===== src/rtl/instr_encoder_loader_if.sv =====
// instr_encoder_loader_if: field-bundle handshake plus instruction-memory write port.
//   in_valid/in_ready          valid/ready handshake for one decoded instruction bundle
//   in_kind, in_alu_sel        class (00 lw, 01 sw, 10 R-type, 11 beq) and R-type {funct7[5], funct3}
//   in_rd, in_rs1, in_rs2      register fields
//   in_imm, in_last            13-bit signed immediate, end-of-program flag
//   imem_we/addr/wdata         write strobe, word address and encoded word
// Modport slave is the encoder side; master is the producer/memory side.
interface instr_encoder_loader_if #(
  parameter int unsigned ADDR_W = 8
);
  logic              in_valid;
  logic              in_ready;
  logic [1:0]        in_kind;
  logic [3:0]        in_alu_sel;
  logic [4:0]        in_rd;
  logic [4:0]        in_rs1;
  logic [4:0]        in_rs2;
  logic [12:0]       in_imm;
  logic              in_last;
  logic              imem_we;
  logic [ADDR_W-1:0] imem_addr;
  logic [31:0]       imem_wdata;

  modport slave (
    input  in_valid, in_kind, in_alu_sel, in_rd, in_rs1, in_rs2, in_imm, in_last,
    output in_ready, imem_we, imem_addr, imem_wdata
  );

  modport master (
    output in_valid, in_kind, in_alu_sel, in_rd, in_rs1, in_rs2, in_imm, in_last,
    input  in_ready, imem_we, imem_addr, imem_wdata
  );
endinterface


===== src/rtl/instr_encoder_loader.sv =====
// instr_encoder_loader: packs decoded instruction fields into RV32I words (lw, sw, R-type, beq)
// and writes them sequentially into instruction memory, one word per two cycles at most.
// Ports:
//   clk, rst     clock; synchronous active-high reset
//   clear        synchronous restart (address, count, err, done, full)
//   bus          instr_encoder_loader_if.slave: bundle handshake and imem write port
//   word_count   number of words written since reset/clear
//   full         last memory word has been written
//   done         program complete (last-flagged bundle handled)
//   err          sticky: an illegal bundle was rejected
// Build option: define HALT_APPEND_EN to append a beq x0,x0,0 self-loop after the last word.
module instr_encoder_loader #(
  parameter int unsigned ADDR_W = 8
) (
  input  logic                   clk,
  input  logic                   rst,
  input  logic                   clear,
  instr_encoder_loader_if.slave  bus,
  output logic [ADDR_W:0]        word_count,
  output logic                   full,
  output logic                   done,
  output logic                   err
);

  localparam logic [1:0] ST_READY = 2'd0;
  localparam logic [1:0] ST_WRITE = 2'd1;
  localparam logic [1:0] ST_DONE  = 2'd2;
  localparam logic [1:0] ST_FULL  = 2'd3;

  localparam logic [6:0] OP_LOAD   = 7'b0000011;
  localparam logic [6:0] OP_STORE  = 7'b0100011;
  localparam logic [6:0] OP_REG    = 7'b0110011;
  localparam logic [6:0] OP_BRANCH = 7'b1100011;

  logic [1:0]        state_q, state_d;
  logic [ADDR_W-1:0] addr_q, addr_d;
  logic [ADDR_W:0]   count_q, count_d;
  logic [31:0]       wdata_q, wdata_d;
  logic              last_q, last_d;
  logic              err_q, err_d;
  logic              full_q, full_d;
`ifdef HALT_APPEND_EN
  localparam logic [31:0] HALT_WORD = 32'h0000_0063;
  // Set while the appended halt word is the one being written.
  logic              halt_q, halt_d;
`endif

  logic [31:0] enc_word;
  logic        illegal;
  logic        xfer;
  logic        at_end;

  assign bus.in_ready = (state_q == ST_READY) & ~clear;
  assign xfer         = bus.in_valid & bus.in_ready;
  assign at_end       = &addr_q;

  // Encode the presented bundle; unused fields of a class are simply dropped.
  always_comb begin
    enc_word = '0;
    unique case (bus.in_kind)
      2'b00: enc_word = {bus.in_imm[11:0], bus.in_rs1, 3'b010, bus.in_rd, OP_LOAD};
      2'b01: enc_word = {bus.in_imm[11:5], bus.in_rs2, bus.in_rs1, 3'b010, bus.in_imm[4:0],
                         OP_STORE};
      2'b10: enc_word = {1'b0, bus.in_alu_sel[3], 5'b00000, bus.in_rs2, bus.in_rs1,
                         bus.in_alu_sel[2:0], bus.in_rd, OP_REG};
      2'b11: enc_word = {bus.in_imm[12], bus.in_imm[10:5], bus.in_rs2, bus.in_rs1, 3'b000,
                         bus.in_imm[4:1], bus.in_imm[11], OP_BRANCH};
      default: enc_word = '0;
    endcase
  end

  // lw/sw offsets must fit 12 signed bits; branch offsets must be even.
  always_comb begin
    illegal = 1'b0;
    case (bus.in_kind)
      2'b00, 2'b01: illegal = bus.in_imm[12] ^ bus.in_imm[11];
      2'b11:        illegal = bus.in_imm[0];
      default:      illegal = 1'b0;
    endcase
  end

  always_comb begin
    state_d = state_q;
    addr_d  = addr_q;
    count_d = count_q;
    wdata_d = wdata_q;
    last_d  = last_q;
    err_d   = err_q;
    full_d  = full_q;
`ifdef HALT_APPEND_EN
    halt_d  = halt_q;
`endif

    case (state_q)
      ST_READY: begin
        if (xfer) begin
          if (illegal) begin
            err_d = 1'b1;
            if (bus.in_last) state_d = ST_DONE;
          end else begin
            wdata_d = enc_word;
            last_d  = bus.in_last;
            state_d = ST_WRITE;
`ifdef HALT_APPEND_EN
            halt_d  = 1'b0;
`endif
          end
        end
      end
      ST_WRITE: begin
        count_d = count_q + 1'b1;
        // The address saturates at the top word; FULL stops further writes.
        if (at_end) full_d = 1'b1;
        else        addr_d = addr_q + 1'b1;
        if (last_q)      state_d = ST_DONE;
        else if (at_end) state_d = ST_FULL;
        else             state_d = ST_READY;
`ifdef HALT_APPEND_EN
        if (last_q && !halt_q && !at_end) begin
          wdata_d = HALT_WORD;
          halt_d  = 1'b1;
          state_d = ST_WRITE;
        end
`endif
      end
      default: ;  // DONE and FULL hold until clear or rst
    endcase

    // Restart applies after any write in flight has had its cycle.
    if (clear) begin
      state_d = ST_READY;
      addr_d  = '0;
      count_d = '0;
      err_d   = 1'b0;
      full_d  = 1'b0;
      last_d  = 1'b0;
`ifdef HALT_APPEND_EN
      halt_d  = 1'b0;
`endif
    end
  end

  always_ff @(posedge clk) begin
    if (rst) begin
      state_q <= ST_READY;
      addr_q  <= '0;
      count_q <= '0;
      wdata_q <= '0;
      last_q  <= 1'b0;
      err_q   <= 1'b0;
      full_q  <= 1'b0;
`ifdef HALT_APPEND_EN
      halt_q  <= 1'b0;
`endif
    end else begin
      state_q <= state_d;
      addr_q  <= addr_d;
      count_q <= count_d;
      wdata_q <= wdata_d;
      last_q  <= last_d;
      err_q   <= err_d;
      full_q  <= full_d;
`ifdef HALT_APPEND_EN
      halt_q  <= halt_d;
`endif
    end
  end

  assign bus.imem_we    = (state_q == ST_WRITE);
  assign bus.imem_addr  = addr_q;
  assign bus.imem_wdata = wdata_q;
  assign word_count     = count_q;
  assign full           = full_q;
  assign done           = (state_q == ST_DONE);
  assign err            = err_q;

endmodule


===== src/flat_wrapper.sv =====
// flat-port wrapper written by rule: the top's interface ports become plain ports
module instr_encoder_loader_flat 
#(
  parameter int unsigned ADDR_W = 8
)
  (clk, rst, clear, word_count, full, done, err, bus_in_valid, bus_in_kind, bus_in_alu_sel, bus_in_rd, bus_in_rs1, bus_in_rs2, bus_in_imm, bus_in_last, bus_in_ready, bus_imem_we, bus_imem_addr, bus_imem_wdata);
  instr_encoder_loader_if #(.ADDR_W(ADDR_W)) bus_i ();
  input  logic clk;
  input  logic rst;
  input  logic clear;
  output logic [ADDR_W:0] word_count;
  output logic full;
  output logic done;
  output logic err;
  input wire logic [$bits(bus_i.in_valid)-1:0] bus_in_valid;
  input wire logic [$bits(bus_i.in_kind)-1:0] bus_in_kind;
  input wire logic [$bits(bus_i.in_alu_sel)-1:0] bus_in_alu_sel;
  input wire logic [$bits(bus_i.in_rd)-1:0] bus_in_rd;
  input wire logic [$bits(bus_i.in_rs1)-1:0] bus_in_rs1;
  input wire logic [$bits(bus_i.in_rs2)-1:0] bus_in_rs2;
  input wire logic [$bits(bus_i.in_imm)-1:0] bus_in_imm;
  input wire logic [$bits(bus_i.in_last)-1:0] bus_in_last;
  output wire logic [$bits(bus_i.in_ready)-1:0] bus_in_ready;
  output wire logic [$bits(bus_i.imem_we)-1:0] bus_imem_we;
  output wire logic [$bits(bus_i.imem_addr)-1:0] bus_imem_addr;
  output wire logic [$bits(bus_i.imem_wdata)-1:0] bus_imem_wdata;
  assign bus_i.in_valid = bus_in_valid;
  assign bus_i.in_kind = bus_in_kind;
  assign bus_i.in_alu_sel = bus_in_alu_sel;
  assign bus_i.in_rd = bus_in_rd;
  assign bus_i.in_rs1 = bus_in_rs1;
  assign bus_i.in_rs2 = bus_in_rs2;
  assign bus_i.in_imm = bus_in_imm;
  assign bus_i.in_last = bus_in_last;
  assign bus_in_ready = bus_i.in_ready;
  assign bus_imem_we = bus_i.imem_we;
  assign bus_imem_addr = bus_i.imem_addr;
  assign bus_imem_wdata = bus_i.imem_wdata;
  instr_encoder_loader #(.ADDR_W(ADDR_W)) u_core (.clk(clk), .rst(rst), .clear(clear), .bus(bus_i), .word_count(word_count), .full(full), .done(done), .err(err));
endmodule

===== config.mk =====
export PLATFORM = sky130hd
export DESIGN_NAME = instr_encoder_loader_flat
export DESIGN_NICKNAME = d
export VERILOG_FILES = /design/src/rtl/instr_encoder_loader_if.sv /design/src/rtl/instr_encoder_loader.sv /design/src/flat_wrapper.sv
export SDC_FILE = /design/constraint.sdc
export NUM_CORES = 1
export LEC_CHECK = 0
export BUFFER_PORTS_ARGS = -buffer_cell sky130_fd_sc_hd__buf_2
export CAP_MARGIN = 20
export CORE_MARGIN = 5
export CORE_UTILIZATION = 30
export CTS_CLUSTER_DIAMETER = 200
export DETAILED_ROUTE_END_ITERATION = 10
export PLACE_DENSITY_LB_ADDON = 0.05
export SLEW_MARGIN = 5
export SYNTH_ARGS = -nofsm -noshare
export SYNTH_HDL_FRONTEND = slang
export SYNTH_SLANG_ARGS = --single-unit

===== constraint.sdc =====
create_clock -name clk -period 3.04 [get_ports clk]
set_input_delay 0.456 -clock clk [delete_from_list [all_inputs] [get_ports clk]]
set_output_delay 0.456 -clock clk [all_outputs]
set_load 0.03 [all_outputs]

==> out/results.txt, run 1 <==
Outcome: finished, final reports clean
Vias in the first global route: 2,087
H-Tree Depth: 2
Largest stage delay, worst path: 0.54 ns
R2r endpoint: u_core.bus.imem_wdata[22]$_SDFFE_PP0P_
Core Area: 7331 sq um
Worst vdd ir: 0.2364 mV
Row Count: 31
Max Fclk: 487.5 MHz
# DRC: 0
FF/Latch Area: 1021 sq um
Diode count: 0
Tcrit/Tclk final: 67.47%
WS Path Type: reg -> out
IO buf count: 90
Routed WL: 6073 um
Critical Path Source: u_core.state_q[1]$_SDFFE_PP0P_
Routed Antenna Nets: 0
Yosys top cell area share: 44.66%
Mapped Cells: 261
Cts bufs inserted: 5
Setup crit end kind: output port
Synth Flop Type: dfxtp_1
Rel. slew slack: 48.12%
Largest net degree at the start of global routing: 30
RSZ-0062 raised after global routing: false
Clock tree buffer depth: 2
# setup viols final: 0
Routability cong.: 0.7021
Num ports: 93
Grt ovf: 0
Hold-fix buffers, CTS: 0
Kind of start point of the critical path: flop
Setup TNS: 0 ns
Die H: 97.29 um
Routed len/inst: 13.77 um
Post-DP HPWL: 4420 um
CP max-delay cell: dfxtp_1
Worst Hold Class: in -> reg
Crit Path Max Fanout: 9
Avg Inst Size Synth: 8.758 sq um
Resized cells post-CTS: 0
Worst skew pair latency: 0.30 ns
Place WS: 0.8808 ns
Hold slack: 0.3966 ns
Post-CTS Setup Inserts: 0
First-pass GRT wire length: 10,200 um
Final net count: 383
Fillcell total: 811
1st-pass router iterations: 4
Syn-to-layout area delta: 24.79%
Vias per cell: 4.683
Register area share after synthesis: 44.66%
R2r setup slk: 1.02 ns
Initial DRC count: 14
Netlist cell types: 49
Antenna violations before repair: 0
Yosys warnings: 0
Clock Skew: 0.003709 ns
CTS tree: yes
Crit path to: bus_imem_we
Initial Util: 31.18%
Clk sinks: 51
Worst-path cell chain: or2b_1, clkinv_1, buf_2
Clk root buf: clkbuf_8
Multi-input logic area: 1131 sq um
Final setup margin: 0.9889 ns
Synth area leaders: dfxtp_1, nand2_1, a21oi_1
Final critical-path required period: 2.051 ns
Yosys reg bits: 51
Area leader, netlist: dfxtp_1
Post-Syn Area: 2286 sq um
Worst-path clk slew: 0.09 ns
Chip Width: 97.29 um
Leak: 1.234 nW
Total GRT Usage: 12.78%
Post-synth EDFFs: 0
Max cap viols: 0
Fin util: 38.91%
Via Count: 2,065
Synth async-reset ratio: 0%
Worst-margin pin slew: 0.7759 ns
R2R depth: 5
Fraction of layout instances using a drive strength above 1: 31.87%
Final hold viol count: 0
Die ar.: 9465 sq um
P per Cell Area: 460.9 nW/um^2
CP Data Required Time: 2.58 ns
Final Slew Violations: 0
Critical R2R Launch: u_core.state_q[0]$_SDFFE_PP0P_
WP data arrival: 1.60 ns
-- placed cells by master (no fill, tap or decap), types with 4 or more instances in the layout --
cell,Yosys,final
xnor2_1,4,4
buf_2,2,90
nand2_1,39,39
a211oi_1,5,5
dfxtp_1,51,51
nand3_1,16,16
nor2_1,30,30
xor2_1,6,6
a21oi_1,23,23
a311oi_1,4,4
a311oi_2,5,5
o21ai_0,10,10
clkbuf_8,0,6
mux2i_1,6,6
-- area by class of cell --
class / count / share of cell area [%]
sequential: 51 / 35.79
timing repair buffer: 92 / 16.75
clock inverter: 1 / 0.1754
inverter: 3 / 0.3947
clock buffer: 6 / 2.895
multi-input combinational: 189 / 39.65
tap: 99 / 4.342
-- stage by stage --
stage          instance area, sq um  power [W]  cells
6_report                       2853   0.001315    441
2_1_floorplan                  2290  0.0008675    262
4_1_cts                        2853   0.001340    441
3_5_place_dp                   2765  0.0009323    434
5_1_grt                        2853   0.001383    441
3_3_place_gp                   2765  0.0009322    434
-- flip-flops by register name, indices dropped and copies added, names as in the netlist --
signal and cells:
u_core.err 1, u_core.state_q 2, u_core.full 1, u_core.last_q 1
u_core.word_count 9, u_core.bus.imem_addr 8, u_core.bus.imem_wdata 29
-- logic make-up after synthesis --
kind of cell             share of synthesized area, %
flip-flops                                      44.66
AO/OA/AOI/OAI                                   18.83
adder cells (fa/ha/maj)                         1.095
AND/OR/NAND/NOR                                 22.77
XOR/XNOR                                        3.831
buffers and inverters                           6.021
other                                          0.1640
multiplexers                                    2.627
-- synthesized netlist by cell type, types with 4 or more instances --
cell type / n
a311oi_1: 4
xnor2_1: 4
xor2_1: 6
o21ai_0: 10
mux2i_1: 6
a311oi_2: 5
nand2_1: 39
clkbuf_1: 7
nand3_1: 16
a21oi_1: 23
nor2_1: 30
a211oi_1: 5
buf_4: 5
dfxtp_1: 51
-- power by group --
group / switching, W / total, W / internal [W]
Clock: 0.000222 / 0.000401 / 0.000179
Sequential: 0.0000136 / 0.000704 / 0.000690
Combinational: 0.000138 / 0.000209 / 0.0000715
-- worst min path at each step --
stage                                                      start  depth (start not counted)                                     end  slack (ns)
after floorplan                       u_core.last_q$_SDFFE_PP0P_                          2              u_core.last_q$_SDFFE_PP0P_        0.44
after global placement     u_core.bus.imem_wdata[6]$_SDFFE_PP0P_                          2   u_core.bus.imem_wdata[6]$_SDFFE_PP0P_        0.44
after detailed placement  u_core.bus.imem_wdata[18]$_SDFFE_PP0P_                          2  u_core.bus.imem_wdata[18]$_SDFFE_PP0P_        0.45
after CTS                                          bus_in_rs1[3]                          3  u_core.bus.imem_wdata[18]$_SDFFE_PP0P_        0.38
after global routing                               bus_in_rs1[1]                          3  u_core.bus.imem_wdata[16]$_SDFFE_PP0P_        0.39
final                                              bus_in_rs1[1]                          3  u_core.bus.imem_wdata[16]$_SDFFE_PP0P_        0.40
-- per-layer routing --
metal / track usage [%] / vias to the layer above / share of wire [%]
met5: 0 / - / 0
met4: 3.514 / 0 / 0.94
met3: 4.020 / 5 / 6.5
met2: 20.65 / 54 / 46
met1: 16.48 / 939 / 47
li1: - / 1067 / -
-- critical path: cells and delay by family, from the launching register on --
family	cells	cell delay [ns]
buf+inv	2	0.51
flops	1	0.54
simple gates	1	0.25
Note: power is estimated with default switching activity, not from simulation.
==> run 2: changes to the inputs <==
==> constraint.sdc (replaced) <==
create_clock -name clk -period 2.11 [get_ports clk]
set_input_delay 0.3165 -clock clk [delete_from_list [all_inputs] [get_ports clk]]
set_output_delay 0.3165 -clock clk [all_outputs]
set_load 0.03 [all_outputs]
==> out/results.txt, run 2 (same netlist as run 1, synthesis figures left out) <==
Outcome: finished, final reports clean (unchanged)
# setup viols final: 0 (unchanged)
Worst vdd ir: 0.2163 mV (was 0.2364 mV)
Fin util: 38.95% (was 38.91%)
H-Tree Depth: 2 (unchanged)
Die H: 97.29 um (unchanged)
Largest stage delay, worst path: 0.53 ns (was 0.54 ns)
CTS tree: yes (unchanged)
CP max-delay cell: dfxtp_1 (unchanged)
Max Fclk: 526.6 MHz
Clock Skew: 0.008961 ns (was 0.003709 ns)
Final Slew Violations: 0 (unchanged)
Clk sinks: 51 (unchanged)
Vias in the first global route: 2,030 (was 2,087)
Kind of start point of the critical path: flop (unchanged)
Sw Ratio: 28.73% (was 28.41%)
Clock share of power: 28.9% (was 30.5%)
Initial Util: 31.18% (unchanged)
Resized cells post-CTS: 0 (unchanged)
Initial DRC count: 49 (was 14)
P per Cell Area: 649.9 nW/um^2 (was 460.9 nW/um^2)
Max cap viols: 0 (unchanged)
Grt ovf: 0 (unchanged)
Chip Width: 97.29 um (unchanged)
IO buf count: 90 (unchanged)
Total GRT Usage: 12.69% (was 12.78%)
Max FFs per register: 29 (unchanged)
Logic pwr share: 16.5% (was 15.9%)
Routed len/inst: 13.80 um (was 13.77 um)
Routed Antenna Nets: 0 (unchanged)
Die ar.: 9465 sq um (unchanged)
Row Count: 31 (unchanged)
Clock tree buffer depth: 2 (unchanged)
Commonest non-fill, non-tap cells in the layout: buf_2, dfxtp_1, nand2_1, nor2_1, a21oi_1 (unchanged)
Setup TNS: 0 ns (unchanged)
1st-pass router iterations: 4 (unchanged)
Core Area: 7331 sq um (unchanged)
Flop pwr share: 54.6% (was 53.5%)
CP Data Required Time: 1.79 ns (was 2.58 ns)
Final critical-path required period: 1.899 ns
Worst Hold Class: in -> reg (unchanged)
Leak: 1.240 nW (was 1.234 nW)
Commonest non-fill, non-tap cell in the layout: buf_2 (unchanged)
Post-CTS Setup Inserts: 0 (unchanged)
Layout Cells excl Fill: 444 (was 441)
Vias per cell: 4.716 (was 4.683)
Worst-path cell chain: or2b_1, clkinv_1, buf_2 (unchanged)
Fraction of layout instances using a drive strength above 1: 32.17% (was 31.87%)
Post-DP HPWL: 4509 um (was 4420 um)
Worst-path clk slew: 0.09 ns (about the same)
# DRC: 0 (unchanged)
Final hold viol count: 0 (unchanged)
First-pass GRT wire length: 9991 um (was 10,200 um)
RSZ-0062 raised after global routing: false (unchanged)
Final net count: 387 (was 383)
Crit Path Max Fanout: 9 (unchanged)
Pint: 0.001322 W (was 0.0009412 W)
Via Count: 2,094 (was 2,065)
Clk root buf: clkbuf_8 (unchanged)
Routability cong.: 0.7116 (was 0.7021)
Hold slack: 0.2487 ns (was 0.3966 ns)
Tcrit/Tclk final: 90.00%
Worst skew pair latency: 0.30 ns (about the same)
WP data arrival: 1.58 ns (was 1.60 ns)
Dpl cells: 438 (was 434)
Diode count: 0 (unchanged)
Num ports: 93 (unchanged)
Largest net degree at the start of global routing: 30 (unchanged)
Setup crit end kind: output port (unchanged)
Sw Pwr: 0.0005331 W (was 0.0003736 W)
Antenna violations before repair: 0 (unchanged)
Routed WL: 6128 um (was 6073 um)
Cts bufs inserted: 5 (unchanged)
Syn-to-layout area delta: 24.90% (was 24.79%)
Hold-fix buffers, CTS: 0 (unchanged)
WS Path Type: reg -> out (unchanged)
run 2: cell type report:
type / instances / area, sq um
Fill cell: 785 / 4476
Multi-Input combinational cell: 189 / 1131
Tap cell: 99 / 123.9
Clock buffer: 6 / 72.57
Timing Repair Buffer: 96 / 495.5
Sequential cell: 51 / 1021
Inverter: 3 / 11.26
run 2: power groups by stage:
| stage | clock network [W] | logic (W) | registers [W] |
|---|---|---|---|
| global route | 0.000596 | 0.000335 | 0.00102 |
| detailed placement | 0 | 0.000312 | 0.00104 |
| CTS | 0.000559 | 0.000312 | 0.00101 |
| finish | 0.000535 | 0.000306 | 0.00101 |
| global placement | 0 | 0.000309 | 0.00104 |
| floorplan | 0 | 0.000154 | 0.00110 |
run 2: critical path: cells and delay by family (launching register included):
kind / cells / cell delay [ns]
flops: 1 / 0.53
buf+inv: 2 / 0.51
simple gates: 1 / 0.25
run 2: per-stage QoR:
| stage | cell area (sq um) | setup WS (ns) | total power, W |
|---|---|---|---|
| floorplan | 2290 | 0.4569 | 0.001250 |
| global placement | 2783 | 0.4584 | 0.001346 |
| detailed placement | 2783 | 0.4053 | 0.001348 |
| CTS | 2855 | 0.1912 | 0.001885 |
| global route | 2855 | 0.05439 | 0.001950 |
| finish | 2855 | 0.2111 | 0.001856 |
run 2: layer usage:
metal | track usage (%) | up-vias | routed length [um]
li1 | - | 1076 | -
met1 | 16.34 | 957 | 2891
met2 | 20.12 | 57 | 2794
met3 | 4.738 | 4 | 392
met4 | 3.195 | 0 | 49
met5 | 0 | - | 0
run 2: final timing paths:
| kind | startpoint | endpoint | slack [ns] | cells past startpoint |
|---|---|---|---|---|
| worst max-delay path | u_core.state_q[1]$_SDFFE_PP0P_ | bus_imem_we | 0.21 | 3 |
| worst min-delay path | bus_in_rs1[0] | u_core.bus.imem_wdata[15]$_SDFFE_PP0P_ | 0.25 | 3 |
| worst max register to register | u_core.state_q[0]$_SDFFE_PP0P_ | u_core.bus.imem_wdata[23]$_SDFFE_PP0P_ | 0.41 | 5 |
| worst min register to register | u_core.bus.imem_wdata[12]$_SDFFE_PP0P_ | u_core.bus.imem_wdata[12]$_SDFFE_PP0P_ | 0.45 | 2 |
